==> config.mk <==
export PLATFORM = sky130hd
export DESIGN_NAME = uart_rx_ovs
export DESIGN_NICKNAME = d
export VERILOG_FILES = /design/src/rtl/uart_pkg.sv /design/src/rtl/uart_baud_tick.sv /design/src/rtl/uart_rx_ovs.sv
export SDC_FILE = /design/constraint.sdc
export NUM_CORES = 1
export LEC_CHECK = 0
export ABC_CLOCK_PERIOD_IN_PS = 5450
export CAP_MARGIN = 40
export CORE_ASPECT_RATIO = 1.75
export CORE_UTILIZATION = 50
export CTS_BUF_LIST = sky130_fd_sc_hd__clkbuf_8
export DETAILED_ROUTE_END_ITERATION = 6
export PLACE_DENSITY = 0.71
export SYNTH_ARGS = -nofsm -noshare
export SYNTH_HDL_FRONTEND = slang
export SYNTH_HIERARCHICAL = 1
export SYNTH_SLANG_ARGS = --single-unit
==> constraint.sdc <==
create_clock -name clk -period 5.45 [get_ports clk]
set_input_delay 1.3625 -clock clk [delete_from_list [all_inputs] [get_ports clk]]
set_output_delay 1.3625 -clock clk [all_outputs]
set_load 0.02 [all_outputs]
==> src/rtl/uart_pkg.sv <==
// ---------------------------------------------------------------------------
// uart_pkg
//   Shared definitions for the UART receiver (and its TX sibling): FSM state
//   encoding, parity mode constants, default oversampling/baud settings and
//   the 3-sample majority helper.
// ---------------------------------------------------------------------------
package uart_pkg;

    typedef enum logic [2:0] {
        ST_IDLE,
        ST_START,
        ST_DATA,
        ST_PARITY,
        ST_STOP,
        ST_DONE,
        ST_ERR
    } uart_state_t;

    localparam int PAR_EVEN = 0;
    localparam int PAR_ODD  = 1;

    // 100 MHz / (9600 baud * 16)
    localparam int DEFAULT_TICK_DIV = 651;
    localparam int DEFAULT_OVS      = 16;

    function automatic logic maj3(input logic a, input logic b, input logic c);
        return (a & b) | (a & c) | (b & c);
    endfunction

endpackage

==> src/rtl/uart_baud_tick.sv <==
// ---------------------------------------------------------------------------
// uart_baud_tick
//   Oversample tick generator: counts 0..TICK_DIV-1 and pulses tick for one
//   clk at the wrap. A synchronous clear restarts the count so the first tick
//   lands exactly TICK_DIV cycles after the clear.
// Ports
//   clk   in  system clock
//   reset in  asynchronous active-high reset
//   clr   in  synchronous counter clear (start-bit edge)
//   tick  out 1-cycle oversample strobe
// ---------------------------------------------------------------------------
module uart_baud_tick
    import uart_pkg::*;
#(
    parameter int TICK_DIV = DEFAULT_TICK_DIV
) (
    input  logic clk,
    input  logic reset,
    input  logic clr,
    output logic tick
);

    localparam int            CW   = (TICK_DIV > 1) ? $clog2(TICK_DIV) : 1;
    localparam logic [CW-1:0] LAST = CW'(TICK_DIV - 1);

    logic [CW-1:0] cnt;

    // NOTE: sequential state is always written with <= so every flop samples
    // the pre-edge value of its neighbours, independent of block ordering.
    always_ff @(posedge clk or posedge reset) begin
        if (reset) begin
            cnt <= '0;
        end else if (clr || cnt == LAST) begin
            cnt <= '0;
        end else begin
            cnt <= cnt + CW'(1);
        end
    end

    assign tick = (cnt == LAST) && !clr;

endmodule

==> src/rtl/uart_rx_ovs.sv <==
// ---------------------------------------------------------------------------
// uart_rx_ovs
//   Oversampling UART receiver. rx is synchronised, sampled OVS times per bit
//   and each bit is decided by a majority of the three samples around
//   mid-bit. Optional parity, 1 or 2 stop bits, parity/framing/break flags.
// Ports
//   clk        in  system clock
//   reset      in  asynchronous active-high reset
//   rx         in  serial line, idle high, asynchronous to clk
//   data       out last good word (LSB first on the line)
//   data_valid out 1-cycle pulse, data updated
//   parity_err out 1-cycle pulse with data_valid on parity mismatch
//   frame_err  out 1-cycle pulse, a stop bit was sampled 0
//   break_det  out 1-cycle pulse with frame_err, whole frame was 0
//   busy       out high from start detect until return to IDLE
// ---------------------------------------------------------------------------
module uart_rx_ovs
    import uart_pkg::*;
#(
    parameter int WIDTH      = 8,
    parameter int OVS        = DEFAULT_OVS,
    parameter int TICK_DIV   = DEFAULT_TICK_DIV,
    parameter int PARITY_EN  = 0,
    parameter int PARITY_ODD = PAR_EVEN,
    parameter int STOP_BITS  = 1
) (
    input  logic             clk,
    input  logic             reset,
    input  logic             rx,
    output logic [WIDTH-1:0] data,
    output logic             data_valid,
    output logic             parity_err,
    output logic             frame_err,
    output logic             break_det,
    output logic             busy
);

    localparam int            SW        = $clog2(OVS);
    localparam logic [SW-1:0] S_V0      = SW'(OVS/2 - 1);
    localparam logic [SW-1:0] S_V1      = SW'(OVS/2);
    localparam logic [SW-1:0] S_V2      = SW'(OVS/2 + 1);
    localparam logic [SW-1:0] S_LAST    = SW'(OVS - 1);
    localparam logic [3:0]    LAST_BIT  = 4'(WIDTH - 1);
    localparam logic          LAST_STOP = 1'(STOP_BITS - 1);
    localparam logic          ODD       = (PARITY_ODD == PAR_ODD);

    // ---------------- synchroniser and start-edge detect -------------------
    logic rx_meta, rx_s, rx_s_d;

    // Preset to the idle level so reset release never looks like a start edge.
    always_ff @(posedge clk or posedge reset) begin
        if (reset) begin
            rx_meta <= 1'b1;
            rx_s    <= 1'b1;
            rx_s_d  <= 1'b1;
        end else begin
            rx_meta <= rx;
            rx_s    <= rx_meta;
            rx_s_d  <= rx_s;
        end
    end

    uart_state_t state, state_nxt;
    logic        start_det;
    logic        tick;

    assign start_det = (state == ST_IDLE) && rx_s_d && !rx_s;

    uart_baud_tick #(.TICK_DIV(TICK_DIV)) u_baud_tick (
        .clk   (clk),
        .reset (reset),
        .clr   (start_det),
        .tick  (tick)
    );

    // ---------------- sample counter and majority vote ---------------------
    logic [SW-1:0] s_cnt;
    logic          v0, v1;
    logic          vote, vote_now;

    // The third sample is taken live, so the vote resolves on that tick.
    assign vote     = maj3(v0, v1, rx_s);
    assign vote_now = tick && (s_cnt == S_V2);

    always_ff @(posedge clk or posedge reset) begin
        if (reset) begin
            s_cnt <= '0;
            v0    <= 1'b1;
            v1    <= 1'b1;
        end else if (start_det) begin
            s_cnt <= '0;
        end else if (tick) begin
            s_cnt <= (s_cnt == S_LAST) ? '0 : s_cnt + SW'(1);
            if (s_cnt == S_V0) v0 <= rx_s;
            if (s_cnt == S_V1) v1 <= rx_s;
        end
    end

    // ---------------- frame datapath ---------------------------------------
    logic [WIDTH-1:0] shreg;
    logic [3:0]       bit_cnt;
    logic             stop_cnt;
    logic             par_bit;
    logic             par_mis;

    always_ff @(posedge clk or posedge reset) begin
        if (reset) begin
            shreg    <= '0;
            bit_cnt  <= '0;
            stop_cnt <= 1'b0;
            par_bit  <= 1'b0;
            par_mis  <= 1'b0;
        end else if (start_det) begin
            bit_cnt  <= '0;
            stop_cnt <= 1'b0;
            par_bit  <= 1'b0;
            par_mis  <= 1'b0;
        end else if (vote_now) begin
            case (state)
                ST_DATA: begin
                    // LSB arrives first, so shift in from the top.
                    shreg   <= {vote, shreg[WIDTH-1:1]};
                    bit_cnt <= bit_cnt + 4'd1;
                end
                ST_PARITY: begin
                    par_bit <= vote;
                    par_mis <= vote != (^shreg ^ ODD);
                end
                ST_STOP: stop_cnt <= stop_cnt + 1'b1;
                default: ;
            endcase
        end
    end

    // ---------------- FSM ---------------------------------------------------
    always_ff @(posedge clk or posedge reset) begin
        if (reset) state <= ST_IDLE;
        else       state <= state_nxt;
    end

    logic go_done, go_err;

    // NOTE: every always_comb output gets a default first; a path that leaves
    // one unassigned would infer a latch.
    always_comb begin
        state_nxt = state;
        go_done   = 1'b0;
        go_err    = 1'b0;
        case (state)
            ST_IDLE:   if (start_det) state_nxt = ST_START;
            ST_START:  if (vote_now) state_nxt = vote ? ST_IDLE : ST_DATA;
            ST_DATA:   if (vote_now && bit_cnt == LAST_BIT)
                           state_nxt = (PARITY_EN != 0) ? ST_PARITY : ST_STOP;
            ST_PARITY: if (vote_now) state_nxt = ST_STOP;
            ST_STOP: begin
                if (vote_now) begin
                    if (!vote) begin
                        state_nxt = ST_ERR;
                        go_err    = 1'b1;
                    end else if (stop_cnt == LAST_STOP) begin
                        state_nxt = ST_DONE;
                        go_done   = 1'b1;
                    end
                end
            end
            ST_DONE:   state_nxt = ST_IDLE;
            ST_ERR:    if (rx_s) state_nxt = ST_IDLE;
            default:   state_nxt = ST_IDLE;
        endcase
    end

    // Flags are registered on entry to DONE/ERR so they line up with the
    // single cycle spent in DONE and pulse once even while ERR is held.
    always_ff @(posedge clk or posedge reset) begin
        if (reset) begin
            data       <= '0;
            data_valid <= 1'b0;
            parity_err <= 1'b0;
            frame_err  <= 1'b0;
            break_det  <= 1'b0;
        end else begin
            data_valid <= go_done;
            parity_err <= go_done && par_mis;
            frame_err  <= go_err;
            break_det  <= go_err && (shreg == '0) && !par_bit;
            if (go_done) data <= shreg;
        end
    end

    assign busy = (state != ST_IDLE);

endmodule
==> metrics <==
drt pass-1 iters=4; number of port buffers=15; critical path class=reg -> out; clock slew at reported path FFs=0.08 ns; skew final=0.00881 ns; post-route non-filler standard cell count=284; Worst slew margin=between 60% and 70%; top cells by area, synth=dfrtp_1 47%, dfstp_2 5.6%, ha_1 5.4%, mux2_2 5.3%, o21ai_0 3.9%; Post-CTS Hold Buffers=0; Hold Path Stages=0; Post-Syn Nets=230; ANT nets after route=0; CTS Root Cell=clkbuf_8; Critical Path AT=approximately 1.7 ns; clock buffer depth=2; HPWL after detailed placement=~3000 um; GR Util All Layers=roughly a fifth; cts bufs inserted=5; max frequency=326 MHz; postcts setup bufs=0; Setup TNS Final=0 ns; most common cell in the synthesized netlist=dfrtp_1; Startpoint Class=register; pwr dens=274 mW/mm^2; Final Cycle Share=between 50% and 60%; clk sinks=49; Hold EP=rx_s; reg2reg start=state[0]; antenna violations before repair=0; DRC viols=0; DP Cell Count=roughly 280; worst vdd ir=about 0.00026 V; layout cells sized above 1=13.3%; Total Nets Final=246; GP Congestion=0.889; total wire length=slightly above 4000 um; largest net degree at the start of global routing=40; gr ovfl total=0; max cap viols=0; Starting DRT DRC Count=28; Core Rows=32; mapped cell area=approximately 0.0023 mm^2; Die W=53.6 um; Syn Area/Cell=10.7 um^2; filler instances=386; vias in the first global route=1,606; status=completed; Register-to-Register Path Depth=8; Leakage Power=between 1 and 1.5 nW; IO Pins=16; post_cts resized=0; die height=92.3 um; Yosys cell types=44; sequential cell area=0.00123 mm^2; H-tree depth reported by CTS=2; RSZ-0062 raised after global routing=no; Vias/cell=between 5 and 6; Post-synth top cells=44 x dfrtp_1, 22 x inv_1, 18 x o21ai_0, 14 x nand2_1, 12 x nand3_1; global-route wire length before repair=6910 um; yosys warns=6; Final Setup Violations=0; sequential share of the synthesized area=53.0%; reg-to-reg slack, setup=approximately 2.5 ns; Layout Area Growth over Synthesis=11.8%; Inserted Diodes=0; Initial Util=52.4%; area of the multi-input gates=975 um^2; worst hold path type=reg -> reg; min-delay src=rx_meta; final hold vios=0; actual slew at the worst max-slew pin=0.480 ns; Synth area leader=dfrtp_1; top-area cell type share of the netlist area=47.3%; ys async rst share=100%; Slew Viols, Final=0; TritonCTS clock tree=yes; Die ar.=0.00494 mm^2; Core Box Area=0.00444 mm^2; routed len/inst=14.2 um; vias=1,582; Seq cells post-synth=49; Synth Flop Type=dfrtp_1; clock latency on the worst-skew pair=roughly 0.30 ns; fin crit period=3.07 ns; Critical Path RT=4.09 ns; crit path capture type=output pin; synthesized instance count=217; crit-path max FO=8; Post-synth EDFFs=0; Crit Reg-Reg Endpoint=data[5]
per-stage QoR:
stage	total power, mW	setup WS, ns	hold WS [ns]	cell area (um^2)	util [%]
after floorplan	0.486	2.56	0.345	2330	-
after global placement	0.504	2.53	0.351	2510	56.5
after detailed placement	0.510	2.48	0.354	2510	56.5
after CTS	0.725	2.37	0.367	2600	58.5
after global routing	0.752	2.28	0.372	2600	58.5
final	0.713	2.38	0.363	2600	58.5
layout make-up:
cell class | count | share of cell area (%)
repair buffers | 16 | 6.06
inverters | 22 | 3.17
clock buffers | 6 | 3.17
multi-input cells | 139 | 37.5
clock inverters | 1 | 0.289
flip-flops and latches | 49 | 47.4
well taps | 51 | 2.45
worst max-delay path, cell delays in order, from the launching register on:
cell	delay [ns]
dfrtp_1	0.45
or3_1	0.41
clkdlybuf4s50_1	0.56
cells by family (layout without fill, tap and decap cells):
family	Yosys count	after routing	synth area share (%)
simple gates	70	70	17.7
flops	49	49	53.0
compound gates	37	37	9.19
buf+inv	29	45	5.16
mux	12	12	5.75
fa+ha+maj	11	11	5.81
xor+xnor	9	9	3.39
where the power goes:
part	switching, mW	internal, mW	total, mW
sequential	0.0375	0.388	0.426
clock	0.111	0.100	0.212
combinational	0.0417	0.0336	0.0753
total	0.191	0.522	0.713
metal layers:
layer  GRT usage (%)  vias up  share of wire [%]
li1                -      783                  -
met1            18.6      766                 40
met2            35.5       24                 56
met3            3.81        9                2.0
met4            9.87        0                2.2
met5               0        -                  0
worst max-delay path by stage:
stage / startpoint / to / slack, ns / depth (start not counted)
global placement: state[0] / data[7] / 2.53 / 8
detailed placement: state[0] / data[7] / 2.48 / 8
CTS: state[0] / busy / 2.37 / 2
finish: state[0] / busy / 2.38 / 2
floorplan: state[2] / data[0] / 2.56 / 11
global route: state[0] / data[5] / 2.28 / 8
cells in the final DEF (no fill, tap or decap), types with 2 or more instances in the layout:
master | Yosys | final
xnor2_1 | 5 | 5
o21ai_0 | 18 | 18
nor2b_1 | 4 | 4
nor3_1 | 3 | 3
inv_1 | 22 | 22
nand2_1 | 14 | 14
dfrtp_1 | 44 | 44
a21oi_1 | 10 | 10
nor2_1 | 11 | 11
or4_4 | 2 | 2
mux2_2 | 11 | 11
and3_1 | 2 | 2
nand3_1 | 12 | 12
or3_1 | 6 | 6
nand4_1 | 2 | 2
dfstp_2 | 5 | 5
xor2_1 | 4 | 4
clkdlybuf4s50_1 | 0 | 15
clkbuf_8 | 0 | 6
nand2b_1 | 2 | 2
ha_1 | 10 | 10
and4b_1 | 2 | 2
sequential cells by signal (all words and copies together), names as in the netlist, 3 cells and up:
| signal | flops |
|---|---|
| data | 8 |
| state | 3 |
| s_cnt | 4 |
| u_baud_tick/cnt | 10 |
| bit_cnt | 4 |
| shreg | 8 |
Note: power is estimated with default switching activity, not from simulation.
